--- config.mk ---
export PLATFORM = sky130hd
export DESIGN_NAME = exception_sequencer
export DESIGN_NICKNAME = d
export VERILOG_FILES = /design/src/rtl/exception_sequencer_pkg.sv /design/src/rtl/exception_sequencer_vector_fetch.sv /design/src/rtl/exception_sequencer.sv
export SDC_FILE = /design/constraint.sdc
export NUM_CORES = 1
export LEC_CHECK = 0
export BUFFER_PORTS_ARGS = -buffer_cell sky130_fd_sc_hd__buf_2
export CORE_UTILIZATION = 45
export CTS_BUF_LIST = sky130_fd_sc_hd__clkbuf_8
export DETAILED_ROUTE_END_ITERATION = 10
export GPL_ROUTABILITY_DRIVEN = 0
export MAX_ROUTING_LAYER = met4
export PLACE_DENSITY = 0.75
export SYNTH_ARGS = -nofsm -noshare
export SYNTH_HDL_FRONTEND = slang
export SYNTH_SLANG_ARGS = --single-unit
--- constraint.sdc ---
create_clock -name clk -period 2 [get_ports clk]
set_input_delay 0.1 -clock clk [delete_from_list [all_inputs] [get_ports clk]]
set_output_delay 0.1 -clock clk [all_outputs]
set_load 0.005 [all_outputs]
--- src/rtl/exception_sequencer_pkg.sv ---
// Shared types and constants for the exception sequencer: FSM encoding,
// cause codes, flush-depth mask and vector-table addressing helpers.
package exception_sequencer_pkg;

   localparam logic [31:0] VEC_BASE_DEFAULT = 32'd2;

   typedef logic [2:0] state_t;

   localparam state_t ST_IDLE     = 3'd0;
   localparam state_t ST_FLUSH    = 3'd1;
   localparam state_t ST_VEC_HI   = 3'd2;
   localparam state_t ST_VEC_LO   = 3'd3;
   localparam state_t ST_REDIRECT = 3'd4;
   localparam state_t ST_HANDLER  = 3'd5;
   localparam state_t ST_RETURN   = 3'd6;
   localparam state_t ST_HALT     = 3'd7;

   typedef enum logic [2:0] {
      CAUSE_NONE       = 3'd0,
      CAUSE_STACK_OVF  = 3'd1,
      CAUSE_STACK_UNF  = 3'd2,
      CAUSE_INV_INSTR  = 3'd3,
      CAUSE_DIV_ZERO   = 3'd4,
      CAUSE_IMEM_RANGE = 3'd5,
      CAUSE_DMEM_RANGE = 3'd6,
      CAUSE_RSVD       = 3'd7
   } cause_t;

   typedef struct packed {
      logic mem_wb;
      logic ex_mem;
      logic id_ex;
      logic if_id;
   } flush_t;

   localparam flush_t FLUSH_ALL  = 4'b1111;
   localparam flush_t FLUSH_EX   = 4'b0111;
   localparam flush_t FLUSH_ID   = 4'b0011;
   localparam flush_t FLUSH_NONE = 4'b0000;

   // The oldest faulting stage sets how deep the flush reaches; an unflagged
   // exception is treated like a decode-stage one.
   function automatic flush_t flush_depth(input logic mem, input logic ex, input logic id);
      flush_t f;
      if (mem)      f = FLUSH_ALL;
      else if (ex)  f = FLUSH_EX;
      else if (id)  f = FLUSH_ID;
      else          f = FLUSH_ID;
      return f;
   endfunction

   function automatic logic [31:0] vec_addr(input logic [31:0] base, input logic [2:0] cause,
                                            input logic lo);
      return base + {28'd0, cause, 1'b0} + {31'd0, lo};
   endfunction

endpackage

--- src/rtl/exception_sequencer_vector_fetch.sv ---
// Two-word vector-table read: hi word then lo word, each held on the imem
// bus until acknowledged; returns the assembled 32-bit handler address.
module exception_sequencer_vector_fetch
   import exception_sequencer_pkg::*;
#(
   parameter logic [31:0] VEC_BASE = VEC_BASE_DEFAULT
) (
   input  logic        clk,
   input  logic        reset,
   input  logic        fetch_hi,
   input  logic        fetch_lo,
   input  logic [2:0]  cause,
   input  logic [15:0] imem_rdata,
   input  logic        imem_ack,
   output logic        imem_req,
   output logic [31:0] imem_addr,
   output logic        hi_done,
   output logic        done,
   output logic [31:0] handler_addr
);

   logic [15:0] hi_q;
   logic [15:0] lo_q;

   // Request and address decode only from the sequencer state and the
   // registered cause, so they stay stable while waiting for the ack.
   assign imem_req  = fetch_hi | fetch_lo;
   assign imem_addr = imem_req ? vec_addr(VEC_BASE, cause, fetch_lo) : 32'd0;

   assign hi_done      = fetch_hi & imem_ack;
   assign done         = fetch_lo & imem_ack;
   assign handler_addr = {hi_q, lo_q};

   always_ff @(posedge clk or posedge reset) begin
      if (reset) begin
         hi_q <= 16'd0;
         lo_q <= 16'd0;
      end else begin
         if (hi_done) hi_q <= imem_rdata;
         if (done)    lo_q <= imem_rdata;
      end
   end

endmodule

--- src/rtl/exception_sequencer.sv ---
// Exception response sequencer: flush, vector fetch, PC redirect, handler
// residency tracking, return-from-interrupt and double-fault halt.
module exception_sequencer
   import exception_sequencer_pkg::*;
#(
   parameter logic [31:0] VEC_BASE = VEC_BASE_DEFAULT
) (
   input  logic        clk,
   input  logic        reset,
   input  logic        exception_in,
   input  logic        exception_ID_in,
   input  logic        exception_EXE_in,
   input  logic        exception_MEM_in,
   input  logic [2:0]  cause_in,
   input  logic [31:0] epc_in,
   input  logic        rti_in,
   output logic        imem_req,
   output logic [31:0] imem_addr,
   input  logic [15:0] imem_rdata,
   input  logic        imem_ack,
   output logic        flush_IF_ID,
   output logic        flush_ID_EX,
   output logic        flush_EX_MEM,
   output logic        flush_MEM_WB,
   output logic        stall_pc,
   output logic        pc_load,
   output logic [31:0] pc_value,
   output logic        in_handler,
   output logic        double_fault
);

   state_t      state;
   state_t      state_nx;
   flush_t      flush_q;
   logic [2:0]  cause_q;
   logic [31:0] epc_q;

   logic        fetch_hi;
   logic        fetch_lo;
   logic        hi_done;
   logic        vec_done;
   logic [31:0] handler_addr;

   assign fetch_hi = (state == ST_VEC_HI);
   assign fetch_lo = (state == ST_VEC_LO);

   exception_sequencer_vector_fetch #(
      .VEC_BASE(VEC_BASE)
   ) u_vector_fetch (
      .clk          (clk),
      .reset        (reset),
      .fetch_hi     (fetch_hi),
      .fetch_lo     (fetch_lo),
      .cause        (cause_q),
      .imem_rdata   (imem_rdata),
      .imem_ack     (imem_ack),
      .imem_req     (imem_req),
      .imem_addr    (imem_addr),
      .hi_done      (hi_done),
      .done         (vec_done),
      .handler_addr (handler_addr)
   );

   always_comb begin
      state_nx = state;
      case (state)
         ST_IDLE:     if (exception_in) state_nx = ST_FLUSH;
         ST_FLUSH:    state_nx = (cause_in == CAUSE_NONE) ? ST_IDLE : ST_VEC_HI;
         ST_VEC_HI:   if (hi_done) state_nx = ST_VEC_LO;
         ST_VEC_LO:   if (vec_done) state_nx = ST_REDIRECT;
         ST_REDIRECT: state_nx = ST_HANDLER;
         // A fault inside the handler wins over a coincident return.
         ST_HANDLER: begin
            if (exception_in)  state_nx = ST_HALT;
            else if (rti_in)   state_nx = ST_RETURN;
         end
         ST_RETURN:   state_nx = ST_IDLE;
         ST_HALT:     state_nx = ST_HALT;
         default:     state_nx = ST_IDLE;
      endcase
   end

   always_ff @(posedge clk or posedge reset) begin
      if (reset) begin
         state   <= ST_IDLE;
         flush_q <= FLUSH_NONE;
         cause_q <= 3'd0;
         epc_q   <= 32'd0;
      end else begin
         state <= state_nx;
         if (state == ST_IDLE && exception_in)
            flush_q <= flush_depth(exception_MEM_in, exception_EXE_in, exception_ID_in);
         if (state == ST_FLUSH) begin
            cause_q <= cause_in;
            epc_q   <= epc_in;
         end
      end
   end

   // Every output is a decode of registered state, never of live inputs.
   always_comb begin
      flush_IF_ID  = 1'b0;
      flush_ID_EX  = 1'b0;
      flush_EX_MEM = 1'b0;
      flush_MEM_WB = 1'b0;
      stall_pc     = 1'b0;
      pc_load      = 1'b0;
      pc_value     = 32'd0;
      in_handler   = 1'b0;
      double_fault = 1'b0;
      case (state)
         ST_FLUSH: begin
            {flush_MEM_WB, flush_EX_MEM, flush_ID_EX, flush_IF_ID} = flush_q;
            stall_pc = 1'b1;
         end
         ST_VEC_HI, ST_VEC_LO: stall_pc = 1'b1;
         ST_REDIRECT: begin
            pc_load  = 1'b1;
            pc_value = handler_addr;
         end
         ST_HANDLER: in_handler = 1'b1;
         ST_RETURN: begin
            pc_load     = 1'b1;
            pc_value    = epc_q + 32'd1;
            flush_IF_ID = 1'b1;
         end
         ST_HALT: begin
            {flush_MEM_WB, flush_EX_MEM, flush_ID_EX, flush_IF_ID} = FLUSH_ALL;
            stall_pc     = 1'b1;
            double_fault = 1'b1;
         end
         default: ;
      endcase
   end

endmodule

==> results of run 1 <==
sequential cells by signal (all words and copies together) (netlist names), named ones only:
| name | count |
|---|---|
| cause_q | 3 |
| epc_q | 32 |
| flush_q | 3 |
| state | 2 |
| u_vector_fetch.hi_q | 16 |
| u_vector_fetch.lo_q | 16 |
power breakdown:
group / internal (uW) / total [uW] / switching, uW
registers: 2250 / 2960 / 707
logic: 2240 / 4310 / 2070
clock network: 464 / 1000 / 537
total: 4960 / 8270 / 3320
Yosys cell counts (2+ instances only):
master     n  area share
nand4_2    2      0.0060
a311oi_1   2      0.0042
and2_1     3      0.0045
clkbuf_8   2      0.0066
buf_4     28       0.050
nor4_4     2       0.010
a21oi_1   25       0.030
mux2_2    66        0.18
nand3_1   10       0.012
nand4_4    2       0.010
nor2b_1    4      0.0060
dfrtp_1   73        0.44
and3_1     4      0.0060
nand2_1   14       0.013
xnor2_1   10       0.021
xor2_1    19       0.040
inv_1      7      0.0063
ha_1       2      0.0060
buf_2      7      0.0084
nor2_1    27       0.024
nor3_1     5      0.0060
o21ai_0   29       0.035
clkbuf_1   8      0.0072
a21o_1     4      0.0072
and4_1     3      0.0063
nand4_1   10       0.015
a211oi_1   8       0.014
buf_6      2      0.0054
repair_timing:
item,CTS,global route
hold buffers,40,0
pin swaps,10,25
setup buffers,13,10
setup endpoints to repair,26,28
endpoints found under the hold margin,65,0
resized for setup,23,30
gates cloned,0,1
metal layers:
metal	routed length [um]	global-route usage
met5	0	-
met3	623	0.0358
met4	340	0.117
met1	5010	0.301
met2	5690	0.398
worst max-delay path: cells and delay by family (launching register included):
family / cells / cell delay (ns)
compound gates: 1 / 0.28
flops: 1 / 0.41
buf+inv: 2 / 0.30
fa+ha+maj: 1 / 0.16
xor+xnor: 1 / 0.19
simple gates: 3 / 0.47
final cells by class:
class,instances,share of cell area
clock buffers,10,0.0236
inverters,7,0.00450
clock inverters,5,0.00407
flip-flops and latches,73,0.315
well taps,108,0.0231
multi-input cells,290,0.391
repair buffers,192,0.239
logic make-up after synthesis:
family | synth area share
multiplexers | 0.180
XOR/XNOR | 0.0608
AO/OA/AOI/OAI | 0.0925
flip-flops | 0.437
buffers and inverters | 0.0842
adder cells (fa/ha/maj) | 0.00599
other | 0.000898
AND/OR/NAND/NOR | 0.138
final timing paths:
kind	startpoint	endpoint	slack, ns	cells past startpoint
setup / recovery	epc_q[0]	pc_value[14]	-0.26	8
hold / removal	exception_MEM_in	flush_q[3]	0.008	2
setup reg to reg	register	u_vector_fetch.hi_q[1]	0.26	5
hold reg to reg	flush_q[1]	flush_q[1]	0.48	1
max in group asynchronous	reset	epc_q[9]	1.01	4
min in group asynchronous	reset	epc_q[2]	0.36	3
through the flow:
step	worst slack, ns	util
final	-0.261	0.660
after global routing	-0.350	0.660
after floorplan	0.0467	-
after detailed placement	0.0190	0.548
after CTS	-0.186	0.633
after global placement	0.0798	0.548
==> flow_metrics.tcl, run 1 <==
set metrics [dict create \
    initial_core_util 0.472 \
    slowest_delay_ns 0.41 \
    grt_max_degree 73 \
    slew-limit-headroom 0.610 \
    drive_above_1_share 0.487 \
    async_reset_ff_frac 1.00 \
    cts_buffer_depth 2 \
    die_w_um 98.4 \
    drcViolationCount 13 \
    avgSynthCellArea_um2 10.7 \
    synth-seq-area-share 0.437 \
    yosys_warnings 0 \
    dp_hpwl_um 7510 \
    cp_max_fo 4 \
    placed_cell_area_um2 4850 \
    critPathLaunchType "register" \
    antenna_cells 0 \
    cap_violations 0 \
    dp.cells 606 \
    h-tree-depth 3 \
    grt-ovfl-total 0 \
    worstPathArrival_ns 2.16 \
    worst_slack_ns -0.261 \
    synthCells 391 \
    avgRoutedWirePerCell_um 17.0 \
    pwr_density_cell_nw_per_um2 1420 \
    finalInstanceArea_um2 5840 \
    regArea_um2 1840 \
    die_h_um 98.4 \
    fin_worst_skew_ns 0.00621 \
    status "finished with violations" \
    routed_via_density 5.41 \
    final_common_cell "buf_2" \
    cts_root_buf "clkbuf_8" \
    drt_iter0_markers 243 \
    holdWs_ns 0.00822 \
    numCtsBuffers 9 \
    synth_edf_count 0 \
    endpoint_kind "output port" \
    total_power_uw 8270 \
    grt_usage 0.245 \
    grt_pass1_wl_um 17800 \
    worst_hold_path_type "input port to register" \
    rsz0062_at_grt "true" \
    num_vias 3703 \
    routed_wl_um 11700 \
    setup_viol 26 \
    max_freq_ghz 0.442 \
    final_cells 685 \
    dr.pass1.iters 10 \
    fin_crit_sh 1.13 \
    io_buffers 103 \
    fill_cells 652 \
    violations "DRC, setup timing" \
    ios 132 \
    syn_to_final_growth_pct 39.8 \
    slowest_stage "dfrtp_2" \
    crit_type "register to output port" \
    crit_chain "ha_4 > nand3_4 > buf_6 > nor3_4 > nand4_1 > xor2_1 > a211oi_2 > buf_2" \
    vdd_drop_max_mv 0.582 \
    postRouteAntennaNets 0 \
    tns_ns -3.79 \
    ys_types 41 \
    rows 34 \
    die_area_um2 9670 \
    maxSlewViolCount 0 \
    ys_seq_elements 73 \
    layout_common_cells "buf_2 (103), mux2_2 (66), dfrtp_1 (64), dlygate4sd3_1 (40), buf_4 (34)" \
    hold_violations 0 \
    required_ns 1.90 \
    grt_pass1_vias 3640 \
    antenna_found_initial 0 \
    clk_pin_slew_ns 0.07 \
    cts_sinks 73 \
    cts_tree "yes" \
    core_um2 8850 \
    synth_area_um2 4180 \
    synthFlopType "dfrtp_1" \
    multiInputGateArea_um2 2280 \
    p_leak_uw 0.00268 \
    finalCriticalPeriod_ns 2.26 \
    nets 634 \
    worst_pin_slew_ns 0.585 \
    clk_latency_ns 0.34 \
]
Note: power is estimated with default switching activity, not from simulation.
==> run 2: changes to the inputs <==
--- a/config.mk
+++ b/config.mk
@@ -5,13 +5,16 @@
 export SDC_FILE = /design/constraint.sdc
 export NUM_CORES = 1
 export LEC_CHECK = 0
+export ABC_AREA = 1
+export ABC_CLOCK_PERIOD_IN_PS = 2000
 export BUFFER_PORTS_ARGS = -buffer_cell sky130_fd_sc_hd__buf_2
+export CORE_MARGIN = 2
 export CORE_UTILIZATION = 45
 export CTS_BUF_LIST = sky130_fd_sc_hd__clkbuf_8
 export DETAILED_ROUTE_END_ITERATION = 10
 export GPL_ROUTABILITY_DRIVEN = 0
 export MAX_ROUTING_LAYER = met4
-export PLACE_DENSITY = 0.75
+export PLACE_DENSITY = 0.74
 export SYNTH_ARGS = -nofsm -noshare
 export SYNTH_HDL_FRONTEND = slang
 export SYNTH_SLANG_ARGS = --single-unit
==> flow_metrics.tcl, run 2 <==
set metrics [dict create \
    dr.pass1.iters 5 \
    endpoint_kind "output port" \
    grt_usage 0.268 \
    worst_slack_ns -0.0416 \
    slew-limit-headroom 0.546 \
    r2r_slack_ns 0.30 \
    cts_sinks 73 \
    pwr_density_cell_nw_per_um2 1290 \
    cts_tree "yes" \
    violations "setup timing" \
    postRouteAntennaNets 0 \
    max_freq_ghz 0.490 \
    antenna_found_initial 0 \
    worst_pin_slew_ns 0.680 \
    synthTopCellsByCount "nand2_1 (252), dfrtp_1 (73), o21ai_0 (66)" \
    crit_start "epc_q[0]" \
    final_common_cell "nand2_1" \
    synthTopCellsByArea "dfrtp_1 (43%), nand2_1 (22%), o21ai_0 (7.8%)" \
    synth_top_area_share 0.429 \
    hold_violations 0 \
    numCtsBuffers 9 \
    ys_types 26 \
    fin_crit_sh 1.02 \
    fin_worst_skew_ns 0.00646 \
    critPathLaunchType "register" \
    synth_area_um2 4260 \
    io_buffers 103 \
    avgRoutedWirePerCell_um 14.8 \
    largestRegisters "epc_q (32), u_vector_fetch.hi_q (16), u_vector_fetch.lo_q (16)" \
    ys_seq_elements 73 \
    synth-seq-area-share 0.429 \
    synthCells 630 \
    grt-ovfl-total 0 \
    largest_register "epc_q" \
    h-tree-depth 3 \
    avgSynthCellArea_um2 6.76 \
    num_vias 4602 \
    cp_max_fo 5 \
    total_power_uw 7280 \
    dp.cells 831 \
    clk_latency_ns 0.36 \
    p_leak_uw 0.00296 \
    hold_start "imem_rdata[7]" \
    core_um2 9200 \
    synthFlopType "dfrtp_1" \
    worst_hold_path_type "input port to register" \
    drive_above_1_share 0.239 \
    rsz0062_at_grt "true" \
    vdd_drop_max_mv 0.524 \
    status "finished with violations" \
    maxSlewViolCount 0 \
    grt_pass1_vias 4273 \
    die_w_um 101 \
    whs_path_depth 3 \
    finalCriticalPeriod_ns 2.04 \
    antenna_cells 0 \
    routed_wl_um 13200 \
    largest_register_ffs 32 \
    initial_core_util 0.463 \
    syn_to_final_growth_pct 32.5 \
    drt_iter0_markers 470 \
    r2r_end "epc_q[17]" \
    die_area_um2 10300 \
    nets 835 \
    dp_hpwl_um 8970 \
    cts_buffer_depth 2 \
    rows 35 \
    yosysTopAreaCell "dfrtp_1" \
    ios 132 \
    die_h_um 101 \
    yosys_warnings 0 \
    clk_pin_slew_ns 0.08 \
    cap_violations 0 \
    synth_edf_count 0 \
    routed_via_density 5.17 \
    crit_type "register to output port" \
    grt_pass1_wl_um 20600 \
    worstPathArrival_ns 1.94 \
    cts_root_buf "clkbuf_8" \
    drcViolationCount 0 \
    required_ns 1.90 \
    synth_most_common_cell "nand2_1" \
    layout_common_cells "nand2_1 (244), buf_2 (103), dfrtp_1 (66), o21ai_0 (62), inv_1 (53)" \
    setup_viol 6 \
    r2r_cells 8 \
    min_to "u_vector_fetch.hi_q[7]" \
    async_reset_ff_frac 1.00 \
    grt_max_degree 44 \
    final_cells 890 \
]
[run 2: changes by cell type in the layout (fill, tap and decap cells not counted), sizes merged, moves of 13 or more]
cell,change
nor2,+39
inv,+52
nand2,+237
nand4,-13
nand3,+25
a21oi,-13
xor2,-19
o21ai,+42
mux2,-66
buf,-34
[run 2: area by class of cell]
class | count | area (um2)
tap | 111 | 139
sequential | 73 | 1840
timing repair buffer | 152 | 1020
clock inverter | 7 | 119
inverter | 60 | 225
multi-input combinational | 478 | 2180
clock buffer | 9 | 124
fill | 828 | 3550
[run 2: cells by family (layout without fill, tap and decap cells)]
kind of cell | Yosys count | in the layout | share of synthesized area
other cells | 1 | 27 | 0.000880
compound gates | 86 | 86 | 0.103
simple gates | 362 | 362 | 0.340
flops | 73 | 73 | 0.429
fa+ha+maj | 2 | 2 | 0.00587
xor+xnor | 1 | 1 | 0.00206
buf+inv | 105 | 228 | 0.120
[run 2: worst max path at each step]
stage	cells after the start	end	slack (ns)
detailed placement	8	pc_value[10]	0.15
finish	10	pc_value[18]	-0.04
floorplan	1	asynchronous set/reset pin	0.05
global placement	9	pc_value[29]	0.23
CTS	8	pc_value[9]	-0.02
global route	10	pc_value[18]	-0.14
[run 2: metal layers]
layer  routed length, um  share of wire  vias to the layer above  GRT usage
met1                5360           0.41                     2098      0.345
met3                1040          0.079                       57     0.0373
li1                    -              -                     2195          -
met5                   0              0                        -          -
met4                 566          0.043                        0      0.130
met2                6250           0.47                      252      0.416
[run 2: metrics by stage]
stage / cell area, um2 / utilization / setup slack [ns] / TNS (ns) / hold WS [ns]
after floorplan: 4360 / - / 0.0467 / 0 / 0.217
after global placement: 4820 / 0.524 / 0.227 / 0 / 0.239
after detailed placement: 4820 / 0.524 / 0.151 / 0 / 0.250
after CTS: 5510 / 0.599 / -0.0164 / -0.0329 / 0.00264
after global routing: 5640 / 0.614 / -0.144 / -1.46 / 0.00996
final: 5640 / 0.614 / -0.0416 / -0.133 / 0.00192
[run 2: worst max-delay path, stage by stage, from the launching register on]
cell	delay, ns
dfrtp_1	0.38
ha_2	0.21
nand2_2	0.08
nor2_4	0.17
nand2_4	0.12
nor2_4	0.20
nand2_1	0.07
nand2_1	0.07
nand3_2	0.09
nand2_2	0.09
buf_2	0.11
[run 2: repair_timing]
item / in CTS / in global routing
setup endpoints to repair: 23 / 29
pin swaps: 4 / 10
gates resized for setup: 22 / 36
buffers inserted: 3 / 5
hold endpoints to repair: 64 / 0
hold buffers: 35 / 0
[run 2: power by group]
group          switching [uW]  total (uW)  internal [uW]  leakage, uW
registers                 664        2850           2180     0.000892
logic                    1850        3010           1160      0.00196
clock network             599        1430            828     0.000115
total                    3110        7280           4170      0.00296
==> run 3: changes to the inputs <==
--- a/config.mk
+++ b/config.mk
@@ -8,6 +8,7 @@
 export ABC_AREA = 1
 export ABC_CLOCK_PERIOD_IN_PS = 2000
 export BUFFER_PORTS_ARGS = -buffer_cell sky130_fd_sc_hd__buf_2
+export CAP_MARGIN = 20
 export CORE_MARGIN = 2
 export CORE_UTILIZATION = 45
 export CTS_BUF_LIST = sky130_fd_sc_hd__clkbuf_8
==> constraint.sdc (replaced) <==
create_clock -name clk -period 2 [get_ports clk]
set_input_delay 0.4 -clock clk [delete_from_list [all_inputs] [get_ports clk]]
set_output_delay 0.4 -clock clk [all_outputs]
set_load 0.005 [all_outputs]
==> flow_metrics.tcl, run 3 (synthesis gave the netlist of run 2 again) <==
set metrics [dict create \
    drt_iter0_markers 528 \
    endpoint_kind "output port" \
    syn_to_final_growth_pct 36.5 \
    dr.pass1.iters 5 \
    violations "setup timing" \
    grt_busiest_layer "met2" \
    layout_common_cells "nand2_1 (234), buf_2 (101), dfrtp_1 (69), o21ai_0 (56), inv_1 (51)" \
    finalInstanceArea_um2 5820 \
    largest_register "epc_q" \
    final_cells 890 \
    fin_crit_sh 1.17 \
    hold_violations 0 \
    die_area_um2 10300 \
    fill_cells 751 \
    critPathLaunchType "register" \
    clk_latency_ns 0.35 \
    antenna_cells 0 \
    p_leak_uw 0.00304 \
    dp_hpwl_um 9010 \
    ios 132 \
    slowest_delay_ns 0.38 \
    worst_slack_ns -0.340 \
    die_w_um 101 \
    required_ns 1.60 \
    use_met2 0.422 \
    cts_buffer_depth 2 \
    h-tree-depth 3 \
    worstPathArrival_ns 1.94 \
    worst_hold_path_type "input port to asynchronous set/reset pin" \
    final_common_cell "nand2_1" \
    dp.cells 844 \
    avgRoutedWirePerCell_um 15.9 \
    status "finished with violations" \
    clk_pin_slew_ns 0.08 \
    cts_root_buf "clkbuf_8" \
    finalCriticalPeriod_ns 2.34 \
    cpMostUsedCell "nor2_4" \
    crit_type "register to output port" \
    r2r_cells 11 \
    pre_cts_ws_ns 0.00963 \
    numCtsBuffers 9 \
    r2r_slack_ns 0.21 \
    drcViolationCount 0 \
    fin_worst_skew_ns 0.00479 \
    routed_via_density 5.33 \
    grt_pass1_vias 4357 \
    grt_max_degree 56 \
    die_h_um 101 \
    grt_pass1_wl_um 20600 \
    antenna_found_initial 0 \
    crit_chain "ha_2 > nand2_2 > nor2_4 > nand2_4 > nor2_4 > buf_6 > nand3_1 > nand3_2 > nand2_1 > buf_2" \
    max_freq_ghz 0.427 \
    cp_max_fo 5 \
    nets 835 \
    vdd_drop_max_mv 0.623 \
    pwr_density_cell_nw_per_um2 1360 \
    grt_usage 0.266 \
    routed_wl_um 14100 \
    postRouteAntennaNets 0 \
    drive_above_1_share 0.322 \
    cap_violations 0 \
    rows 35 \
    slowest_stage "dfrtp_1" \
    rsz0062_at_grt "true" \
    initial_core_util 0.463 \
    core_um2 9200 \
    grtUsageMet3 0.0531 \
    largest_register_ffs 32 \
    setup_viol 32 \
    cts_sinks 73 \
    grtUsageMet1 0.336 \
    io_buffers 103 \
    cts_tree "yes" \
    num_vias 4746 \
    grt-ovfl-total 0 \
    placed_cell_area_um2 4930 \
    largestRegisters "epc_q (32), u_vector_fetch.hi_q (16), u_vector_fetch.lo_q (16)" \
    maxSlewViolCount 0 \
]
[run 3: changes by cell type in the layout (fill, tap and decap cells not counted), moves of 3 or more]
| cell | previous run | this run |
|---|---|---|
| o21ai_2 | 3 | 9 |
| buf_6 | 0 | 6 |
| dfrtp_1 | 66 | 69 |
| nand3_1 | 34 | 23 |
| buf_4 | 10 | 36 |
| a21oi_2 | 0 | 3 |
| a21oi_1 | 12 | 7 |
| dlygate4sd3_1 | 35 | 0 |
| nand3_2 | 2 | 12 |
| dfrtp_2 | 7 | 4 |
| nand2_1 | 244 | 234 |
| o21ai_0 | 62 | 56 |
| nand2_2 | 6 | 13 |
[run 3: final timing paths]
path / startpoint / to
max: epc_q[0] / pc_value[26]
min: reset / epc_q[9]
max reg2reg: register / state[1]
min reg2reg: u_vector_fetch.lo_q[12] / u_vector_fetch.lo_q[12]
max in group asynchronous: reset / epc_q[15]
min in group clk: epc_in[16] / epc_q[16]
[run 3: where the power goes]
group | leakage [uW] | internal, uW | switching, uW
registers | 0.000896 | 2180 | 650
clock network | 0.000113 | 741 | 601
logic | 0.00203 | 1520 | 2210
total | 0.00304 | 4440 | 3460
[run 3: critical path: cells and delay by family, from the launching register on]
kind / cells / cell delay [ns]
buf+inv: 2 / 0.24
flops: 1 / 0.38
fa+ha+maj: 1 / 0.20
simple gates: 7 / 0.75
[run 3: final cells by class]
type                       instances  area (um2)  area share
clock buffer                      10         138      0.0237
clock inverter                     6        90.1      0.0155
inverter                          60         244      0.0419
multi-input combinational        478        2340       0.403
sequential                        73        1830       0.315
tap                              111         139      0.0239
timing repair buffer             152        1030       0.177
[run 3: per-layer routing]
layer	wire (um)	vias to the layer above
li1	-	2197
met1	5450	2145
met2	6710	325
met3	1220	79
met4	747	0
met5	0	-
[run 3: through the flow]
stage               hold slack [ns]  total power (uW)   util  TNS [ns]
global route                 0.0782              8420  0.633    -10.97
CTS                          0.0549              7390  0.602     -4.37
detailed placement            0.431              5540  0.536         0
floorplan                     0.435              4480      -         0
global placement              0.430              5420  0.536         0
finish                       0.0497              7900  0.633     -7.76
[run 3: what timing repair did]
action	in CTS	in global routing
pin swaps	17	18
setup buffers	18	10
resized for setup	76	36
gates cloned	1	2
endpoints found under the setup margin	34	36
hold buffers	0	0
